<file path="src/rtl/ex_pkg.sv">
// Shared execute-stage definitions: M-extension funct3 codes, MDU state encoding, width-derived constants.
// No logic; pure declarations and constant helpers.
// No handshake of its own.
package ex_pkg;

    localparam logic [2:0] MDU_MUL    = 3'b000;
    localparam logic [2:0] MDU_MULH   = 3'b001;
    localparam logic [2:0] MDU_MULHSU = 3'b010;
    localparam logic [2:0] MDU_MULHU  = 3'b011;
    localparam logic [2:0] MDU_DIV    = 3'b100;
    localparam logic [2:0] MDU_DIVU   = 3'b101;
    localparam logic [2:0] MDU_REM    = 3'b110;
    localparam logic [2:0] MDU_REMU   = 3'b111;

    typedef enum logic [1:0] {
        MDU_IDLE = 2'd0,
        MDU_CALC = 2'd1,
        MDU_DONE = 2'd2
    } mdu_state_e;

    typedef enum logic {
        MDU_MODE_MUL = 1'b0,
        MDU_MODE_DIV = 1'b1
    } mdu_mode_e;

    // All-ones value of an xlen-bit word (divide-by-zero quotient), returned in 64 bits.
    function automatic logic [63:0] mdu_all_ones(input int xlen);
        return (64'd1 << xlen) - 64'd1;
    endfunction

    // Most-negative xlen-bit two's-complement value, returned in 64 bits.
    function automatic logic [63:0] mdu_most_neg(input int xlen);
        return 64'd1 << (xlen - 1);
    endfunction

endpackage

</file>
<file path="src/rtl/ex_mdu_if.sv">
// Execute-stage MDU port bundle: operands/op/start/flush in, stall/busy/done/result out.
// Latency is set by the unit behind the slave modport.
// The pipeline holds start and operands while stall is high.
interface ex_mdu_if #(
    parameter int XLEN = 32
);
    logic            start;
    logic [2:0]      op;
    logic [XLEN-1:0] a;
    logic [XLEN-1:0] b;
    logic            flush;
    logic            stall;
    logic            busy;
    logic            done;
    logic [XLEN-1:0] result;

    modport master (
        output start, op, a, b, flush,
        input  stall, busy, done, result
    );

    modport slave (
        input  start, op, a, b, flush,
        output stall, busy, done, result
    );
endinterface

</file>
<file path="src/rtl/mdu_iter.sv">
// Shared shift/accumulate datapath: shift-add multiply or restoring divide, one bit per step.
// One bit per enabled cycle; acc_step shows the value the next step will write.
// No backpressure; the owner decides when to load and step.
module mdu_iter
    import ex_pkg::*;
#(
    parameter int XLEN = 32
) (
    input  logic              clk,
    input  logic              rst,
    input  logic              load,
    input  logic              step,
    input  mdu_mode_e         mode,
    input  logic [XLEN-1:0]   opa,
    input  logic [XLEN-1:0]   opb,
    output logic [2*XLEN-1:0] acc_step
);

    // acc[2X-1:X] is the running high product / partial remainder,
    // acc[X-1:0] holds the multiplier (shifting out) or dividend/quotient.
    logic [2*XLEN-1:0] acc;
    logic [XLEN-1:0]   opnd;
    logic [XLEN:0]     mul_sum;
    logic [XLEN:0]     div_trial;
    logic [XLEN:0]     div_diff;

    // One iteration of the selected algorithm, computed from the current accumulator
    always_comb begin
        mul_sum   = {1'b0, acc[2*XLEN-1:XLEN]} + (acc[0] ? {1'b0, opnd} : '0);
        div_trial = {acc[2*XLEN-1:XLEN], acc[XLEN-1]};
        div_diff  = div_trial - {1'b0, opnd};
        acc_step  = acc;
        if (mode == MDU_MODE_MUL) begin
            acc_step = {mul_sum, acc[XLEN-1:1]};
        end else if (div_trial >= {1'b0, opnd}) begin
            acc_step = {div_diff[XLEN-1:0], acc[XLEN-2:0], 1'b1};
        end else begin
            acc_step = {div_trial[XLEN-1:0], acc[XLEN-2:0], 1'b0};
        end
    end

    // Accumulator and second operand: load both magnitudes, then step in place
    always_ff @(posedge clk or posedge rst) begin
        if (rst) begin
            acc  <= '0;
            opnd <= '0;
        end else if (load) begin
            acc  <= {{XLEN{1'b0}}, opa};
            opnd <= opb;
        end else if (step) begin
            acc  <= acc_step;
        end
    end

endmodule

</file>
<file path="src/rtl/ex_mdu.sv">
// RV32M iterative multiply/divide unit beside the EX-stage ALU, with registered result and done pulse.
// XLEN+1 cycles start-to-done for iterative ops; 1 cycle for special cases and fast multiply.
// Stalls the pipeline (stall = start && not DONE) until the result is presented.
module ex_mdu
    import ex_pkg::*;
#(
    parameter int XLEN     = 32,
    parameter int FAST_MUL = 0
) (
    input  logic     clk,
    input  logic     rst,
    ex_mdu_if.slave  io
);

    localparam int              CW       = $clog2(XLEN);
    localparam logic [63:0]     ONES64   = mdu_all_ones(XLEN);
    localparam logic [63:0]     NEG64    = mdu_most_neg(XLEN);
    localparam logic [XLEN-1:0] ALL_ONES = ONES64[XLEN-1:0];
    localparam logic [XLEN-1:0] MOST_NEG = NEG64[XLEN-1:0];

    mdu_state_e        state;
    mdu_state_e        state_nxt;
    logic [CW-1:0]     cnt;
    logic [2:0]        op_q;
    logic              neg_q;
    logic              neg_r;
    logic [XLEN-1:0]   result_q;

    logic              a_sgn;
    logic              b_sgn;
    logic              neg_a;
    logic              neg_b;
    logic [XLEN-1:0]   mag_a;
    logic [XLEN-1:0]   mag_b;
    logic              div0;
    logic              ovf;
    logic              special;
    logic [2*XLEN-1:0] fast_prod;
    logic [XLEN-1:0]   spec_res;

    logic              accept;
    logic              finish;
    logic              step;
    logic              load;
    mdu_mode_e         mode;
    logic [2*XLEN-1:0] acc_step;

    // Turns an unsigned magnitude result into the architectural result for op f.
    // nq: product/quotient negative; nr: remainder negative (dividend sign).
    function automatic logic [XLEN-1:0] fix_sign(input logic [2:0] f, input logic nq,
                                                 input logic nr, input logic [2*XLEN-1:0] raw);
        logic [2*XLEN-1:0] prod;
        logic [XLEN-1:0]   quo;
        logic [XLEN-1:0]   rem;
        prod = nq ? -raw : raw;
        quo  = raw[XLEN-1:0];
        rem  = raw[2*XLEN-1:XLEN];
        case (f)
            MDU_MUL:                 fix_sign = prod[XLEN-1:0];
            MDU_MULH, MDU_MULHSU,
            MDU_MULHU:               fix_sign = prod[2*XLEN-1:XLEN];
            MDU_DIV, MDU_DIVU:       fix_sign = nq ? -quo : quo;
            default:                 fix_sign = nr ? -rem : rem;
        endcase
    endfunction

    // Operand signs, magnitudes and single-cycle special-case results for the op on the inputs
    always_comb begin
        a_sgn     = (io.op == MDU_MULH) || (io.op == MDU_MULHSU) ||
                    (io.op == MDU_DIV)  || (io.op == MDU_REM);
        b_sgn     = (io.op == MDU_MULH) || (io.op == MDU_DIV) || (io.op == MDU_REM);
        neg_a     = a_sgn && io.a[XLEN-1];
        neg_b     = b_sgn && io.b[XLEN-1];
        mag_a     = neg_a ? -io.a : io.a;
        mag_b     = neg_b ? -io.b : io.b;
        div0      = io.op[2] && (io.b == '0);
        ovf       = io.op[2] && !io.op[0] && (io.a == MOST_NEG) && (io.b == ALL_ONES);
        special   = div0 || ovf || (!io.op[2] && (FAST_MUL != 0));
        fast_prod = {{XLEN{1'b0}}, mag_a} * {{XLEN{1'b0}}, mag_b};
        if (div0) begin
            spec_res = io.op[1] ? io.a : ALL_ONES;
        end else if (ovf) begin
            spec_res = io.op[1] ? '0 : io.a;
        end else begin
            spec_res = fix_sign(io.op, neg_a ^ neg_b, neg_a, fast_prod);
        end
    end

    // Next state; flush overrides everything, including a start in the same cycle
    always_comb begin
        state_nxt = state;
        accept    = 1'b0;
        finish    = 1'b0;
        case (state)
            MDU_IDLE: begin
                if (io.start && !io.flush) begin
                    accept    = 1'b1;
                    state_nxt = special ? MDU_DONE : MDU_CALC;
                end
            end
            MDU_CALC: begin
                if (!io.flush && (cnt == '0)) begin
                    finish    = 1'b1;
                    state_nxt = MDU_DONE;
                end
            end
            MDU_DONE: state_nxt = MDU_IDLE;
            default:  state_nxt = MDU_IDLE;
        endcase
        if (io.flush) begin
            state_nxt = MDU_IDLE;
        end
    end

    assign step = (state == MDU_CALC) && !io.flush;
    assign load = accept && !special;
    assign mode = op_q[2] ? MDU_MODE_DIV : MDU_MODE_MUL;

    // State register
    always_ff @(posedge clk or posedge rst) begin
        if (rst) begin
            state <= MDU_IDLE;
        end else begin
            state <= state_nxt;
        end
    end

    // Iteration counter and the op/sign information captured at accept
    always_ff @(posedge clk or posedge rst) begin
        if (rst) begin
            cnt   <= '0;
            op_q  <= '0;
            neg_q <= 1'b0;
            neg_r <= 1'b0;
        end else if (accept) begin
            cnt   <= CW'(XLEN - 1);
            op_q  <= io.op;
            neg_q <= neg_a ^ neg_b;
            neg_r <= neg_a;
        end else if (step && (cnt != '0)) begin
            cnt   <= cnt - CW'(1);
        end
    end

    // Result register: written on entry to DONE only, so a flushed op leaves it untouched
    always_ff @(posedge clk or posedge rst) begin
        if (rst) begin
            result_q <= '0;
        end else if (accept && special) begin
            result_q <= spec_res;
        end else if (finish) begin
            result_q <= fix_sign(op_q, neg_q, neg_r, acc_step);
        end
    end

    mdu_iter #(
        .XLEN     (XLEN)
    ) u_iter (
        .clk      (clk),
        .rst      (rst),
        .load     (load),
        .step     (step),
        .mode     (mode),
        .opa      (mag_a),
        .opb      (mag_b),
        .acc_step (acc_step)
    );

    assign io.stall  = io.start && (state != MDU_DONE);
    assign io.busy   = (state == MDU_CALC);
    assign io.done   = (state == MDU_DONE);
    assign io.result = result_q;

endmodule

</file>
<file path="src/flat_wrapper.sv">
// flat-port wrapper written by rule: the top's interface ports become plain ports
module ex_mdu_flat import ex_pkg::*;
#(
    parameter int XLEN     = 32,
    parameter int FAST_MUL = 0
)
  (clk, rst, io_start, io_op, io_a, io_b, io_flush, io_stall, io_busy, io_done, io_result);
  ex_mdu_if #(.XLEN(XLEN)) io_i ();
  input  logic clk;
  input  logic rst;
  input wire logic [$bits(io_i.start)-1:0] io_start;
  input wire logic [$bits(io_i.op)-1:0] io_op;
  input wire logic [$bits(io_i.a)-1:0] io_a;
  input wire logic [$bits(io_i.b)-1:0] io_b;
  input wire logic [$bits(io_i.flush)-1:0] io_flush;
  output wire logic [$bits(io_i.stall)-1:0] io_stall;
  output wire logic [$bits(io_i.busy)-1:0] io_busy;
  output wire logic [$bits(io_i.done)-1:0] io_done;
  output wire logic [$bits(io_i.result)-1:0] io_result;
  assign io_i.start = io_start;
  assign io_i.op = io_op;
  assign io_i.a = io_a;
  assign io_i.b = io_b;
  assign io_i.flush = io_flush;
  assign io_stall = io_i.stall;
  assign io_busy = io_i.busy;
  assign io_done = io_i.done;
  assign io_result = io_i.result;
  ex_mdu #(.XLEN(XLEN), .FAST_MUL(FAST_MUL)) u_core (.clk(clk), .rst(rst), .io(io_i));
endmodule
</file>
<file path="config.mk">
export PLATFORM = sky130hd
export DESIGN_NAME = ex_mdu_flat
export DESIGN_NICKNAME = d
export VERILOG_FILES = /design/src/rtl/ex_pkg.sv /design/src/rtl/ex_mdu_if.sv /design/src/rtl/mdu_iter.sv /design/src/rtl/ex_mdu.sv /design/src/flat_wrapper.sv
export SDC_FILE = /design/constraint.sdc
export NUM_CORES = 2
export LEC_CHECK = 0
export CAP_MARGIN = 25
export CORE_ASPECT_RATIO = 0.7
export CORE_MARGIN = 3
export CORE_UTILIZATION = 60
export DETAILED_ROUTE_END_ITERATION = 8
export DONT_BUFFER_PORTS = 1
export GPL_TIMING_DRIVEN = 0
export PLACE_DENSITY = 0.76
export SYNTH_ARGS = -nofsm -noshare
export SYNTH_HDL_FRONTEND = slang
export SYNTH_SLANG_ARGS = --single-unit
export TNS_END_PERCENT = 50
</file>
<file path="constraint.sdc">
create_clock -name clk -period 6.3 [get_ports clk]
set_clock_uncertainty 0.05 [all_clocks]
set_input_delay 1.26 -clock clk [delete_from_list [all_inputs] [get_ports clk]]
set_output_delay 1.26 -clock clk [all_outputs]
set_load 0.05 [all_outputs]
</file>
==> impl_metrics.toml <==
[cells_and_area]
areaGrowthSynthToFinish_pct = 8.97
regArea_mm2 = 0.00351
layout-drive-gt1-share = 0.0758
layout.cells.most_common = "nand2_1"
final_cell_mix = "nand2_1, o21ai_0, a21oi_1"
final_nets = 2241
fillCellCount = 2083
multi_input_area_mm2 = 0.0112

[power_and_ir_drop]
power.density_mw_per_mm2 = 541
pwr-share-comb = 0.710
seq_power_share = 0.172
p_leak_nw = 6.96
clkPwrFrac = 0.118
p_int_w = 0.00381
peakVddDrop_v = 0.000303
sw_frac_of_total = 0.579
p_sw_w = 0.00523

[synth]
synthTopCellsByArea = "dfrtp_1, nand2_1, ha_1, o21ai_0, a21oi_1"
syn-num-nets = 2209
synth_xor_area_frac = 0.0880
avgSynthCellArea_um2 = 7.42
yosysTopAreaCell = "dfrtp_1"
yosys.area_share.simple = 0.236
ys.flop_type = "dfrtp_1"
synth_top_family_by_area = "compound AO/OA/AOI/OAI gates"
ys_seq_area_frac = 0.229
async_flop_share = 1.00
synth_fa_ha_area_frac = 0.0606
yosysWarnings = 0
synth_top_area_frac = 0.229
synthCells = 2065
muxShareOfSynthArea = 0.0318
ys_ff_latch = 140
netlist_area_mm2 = 0.0153
synth_compound_area_frac = 0.300
synth.distinct_cells = 88
synth-edff-count = 0

[global_routing]
grt_pass1_wl_um = 104000
grt_max_degree = 93
overflow = 0
antenna_found_initial = 4
grt_use_total = 0.502
grt_pass1_vias = 16785

[status]
status = "finished with violations"
violations = "design-rule violations, negative setup slack"

[floorplan]
ios = 106
core.rowCount = 48
die_h_um = 140
dieArea_mm2 = 0.0275
die_x_um = 197
core_region_area_mm2 = 0.0249
start_util = 0.616

[timing]
setup_violations = 2
hold_violations = 0
fin_ws_ns = -0.0229
fin_crit_sh = 1.00
rsz0062_at_grt = "true"
relSlewSlack = 0.158
worst_pin_slew_ns = 1.26
fin_setup_tns_ns = -0.0298
slew_viol_final = 0
layout_min_cycle_time_ns = 6.32
fmax_ghz = 0.158

[route]
post_drt_wl_per_cell_um = 29.4
drc_errors = 18
vias = 18562
drtPass1Iterations = 9
drtAntennaViolNets = 0
avgViaCountPerCell = 7.62
drt_iter0_drc = 3671
wl_um = 71500

[cts]
clk_latency_ns = 0.46
cts_tree = "done"
clk_pin_slew_ns = 0.07
cts-buffers-inserted = 17
ctsRootBufferMaster = "clkbuf_16"
ctsHoldBuffers = 0
h-tree-depth = 4
clock-sinks = 140
clock_path_buffers = 2

[setup_path]
cp-end-kind = "flop"
rr_worst_depth = 16
worst_setup_path_start_kind = "flop"
reg2reg_slack_ns = -0.02
r2r-start = "u_core.u_iter.acc[49]"
crit_start = "u_core.u_iter.acc[49]"
critical_path_required_ns = 6.54
cp_data_arrival_time_ns = 6.56
criticalPathCategory = "reg -> reg"
worst-path-max-fanout = 10

[place]
dpl_worst_slack_ns = -0.975
gp_routability_congestion = 1.12
dp_hpwl_um = 56300
port_buffers = 0

[min_path]
holdPathStages = 2
hp-class = "reg -> reg"
min_from = "u_core.u_iter.opnd[27]"

[run]
drv_cap = 0
-- power groups by stage --
stage / registers (W) / logic [W] / clock network [W]
final: 0.00156 / 0.00642 / 0.00107
after global routing: 0.00155 / 0.00667 / 0.00108
after CTS: 0.00150 / 0.00581 / 0.00104
after detailed placement: 0.00150 / 0.00572 / 0
after global placement: 0.00149 / 0.00563 / 0
after floorplan: 0.00135 / 0.00398 / 0
-- cell usage after synthesis (13+ instances only) --
cell type,instances
buf_2,19
nand2b_1,13
o31ai_1,26
nand2_1,246
nor2_1,157
a21oi_1,161
a211o_1,13
and2_1,45
inv_1,78
nor3_1,42
xnor2_1,90
o221ai_1,44
xor2_1,64
o21a_1,15
or3_1,16
o21bai_1,15
a22o_1,16
mux2i_1,43
nor4_1,27
nor2b_1,16
a31oi_1,20
or4_1,13
o21ai_0,175
nand3_1,76
a21o_1,31
dfrtp_1,140
o211ai_1,29
ha_1,71
clkbuf_1,107
a211oi_1,19
nand4_1,31
-- layer usage --
layer / track usage / up-vias / wire [um]
li1: - / 7692 / -
met1: 0.694 / 8727 / 28100
met2: 0.630 / 1811 / 25800
met3: 0.332 / 326 / 14900
met4: 0.140 / 6 / 2660
met5: 0 / - / 36
-- flip-flops by register name (all words and copies together) (netlist names) --
name and count:
u_core.cnt 5, u_core.io.result 32, u_core.neg_q 1, u_core.neg_r 1, u_core.op_q 3, u_core.state 2
u_core.u_iter.acc 64, u_core.u_iter.opnd 32
-- stage by stage --
step                utilization  power, W  std cells  hold WS [ns]  area (um^2)
floorplan                     -   0.00533       2065         0.413        15300
global placement          0.633   0.00712       2390         0.440        15700
detailed placement        0.636   0.00723       2396         0.453        15800
CTS                       0.663   0.00835       2429         0.471        16500
global route              0.672   0.00929       2435         0.495        16700
finish                    0.672   0.00904       2436         0.476        16700
-- kinds of logic after synthesis --
group	after synthesis
AND/OR/NAND/NOR	744
AO/OA/AOI/OAI	689
buffers and inverters	217
XOR/XNOR	154
flip-flops	140
adder cells (fa/ha/maj)	73
multiplexers	48
-- worst max-delay path, cell delays in order, from the launching register on --
cell	delay [ns]
dfrtp_1	0.48
ha_1	0.33
buf_2	0.17
a21oi_1	0.28
o22ai_1	0.23
o41ai_4	0.54
a31oi_4	0.32
nor3_4	0.52
buf_2	0.45
buf_1	0.56
nand2b_1	0.10
a31oi_1	0.64
nand4_1	0.37
o21ai_0	0.30
xor2_1	0.11
a221oi_1	0.49
o221ai_1	0.19
-- cell type report --
class	instances	area share
sequential	140	0.210
multi-input combinational	1708	0.672
clock buffer	18	0.0257
clock inverter	14	0.00944
buffer	137	0.0339
timing repair buffer	15	0.00704
inverter	78	0.0178
antenna	1	0.000150
tap	325	0.0243
-- repair_timing --
action / in CTS / in global routing
pin swaps: 1 / 5
endpoints found under the setup margin: 32 / 22
gates resized for setup: 21 / 31
buffers inserted: 1 / 7
-- final timing paths --
kind / endpoint
max: u_core.io.result[14]
min: u_core.u_iter.opnd[27]
max reg2reg: u_core.io.result[14]
min reg2reg: u_core.u_iter.opnd[27]
max in group asynchronous: u_core.u_iter.acc[39]
min in group asynchronous: u_core.u_iter.acc[12]
No activity file was read; power rests on OpenSTA's default activity.
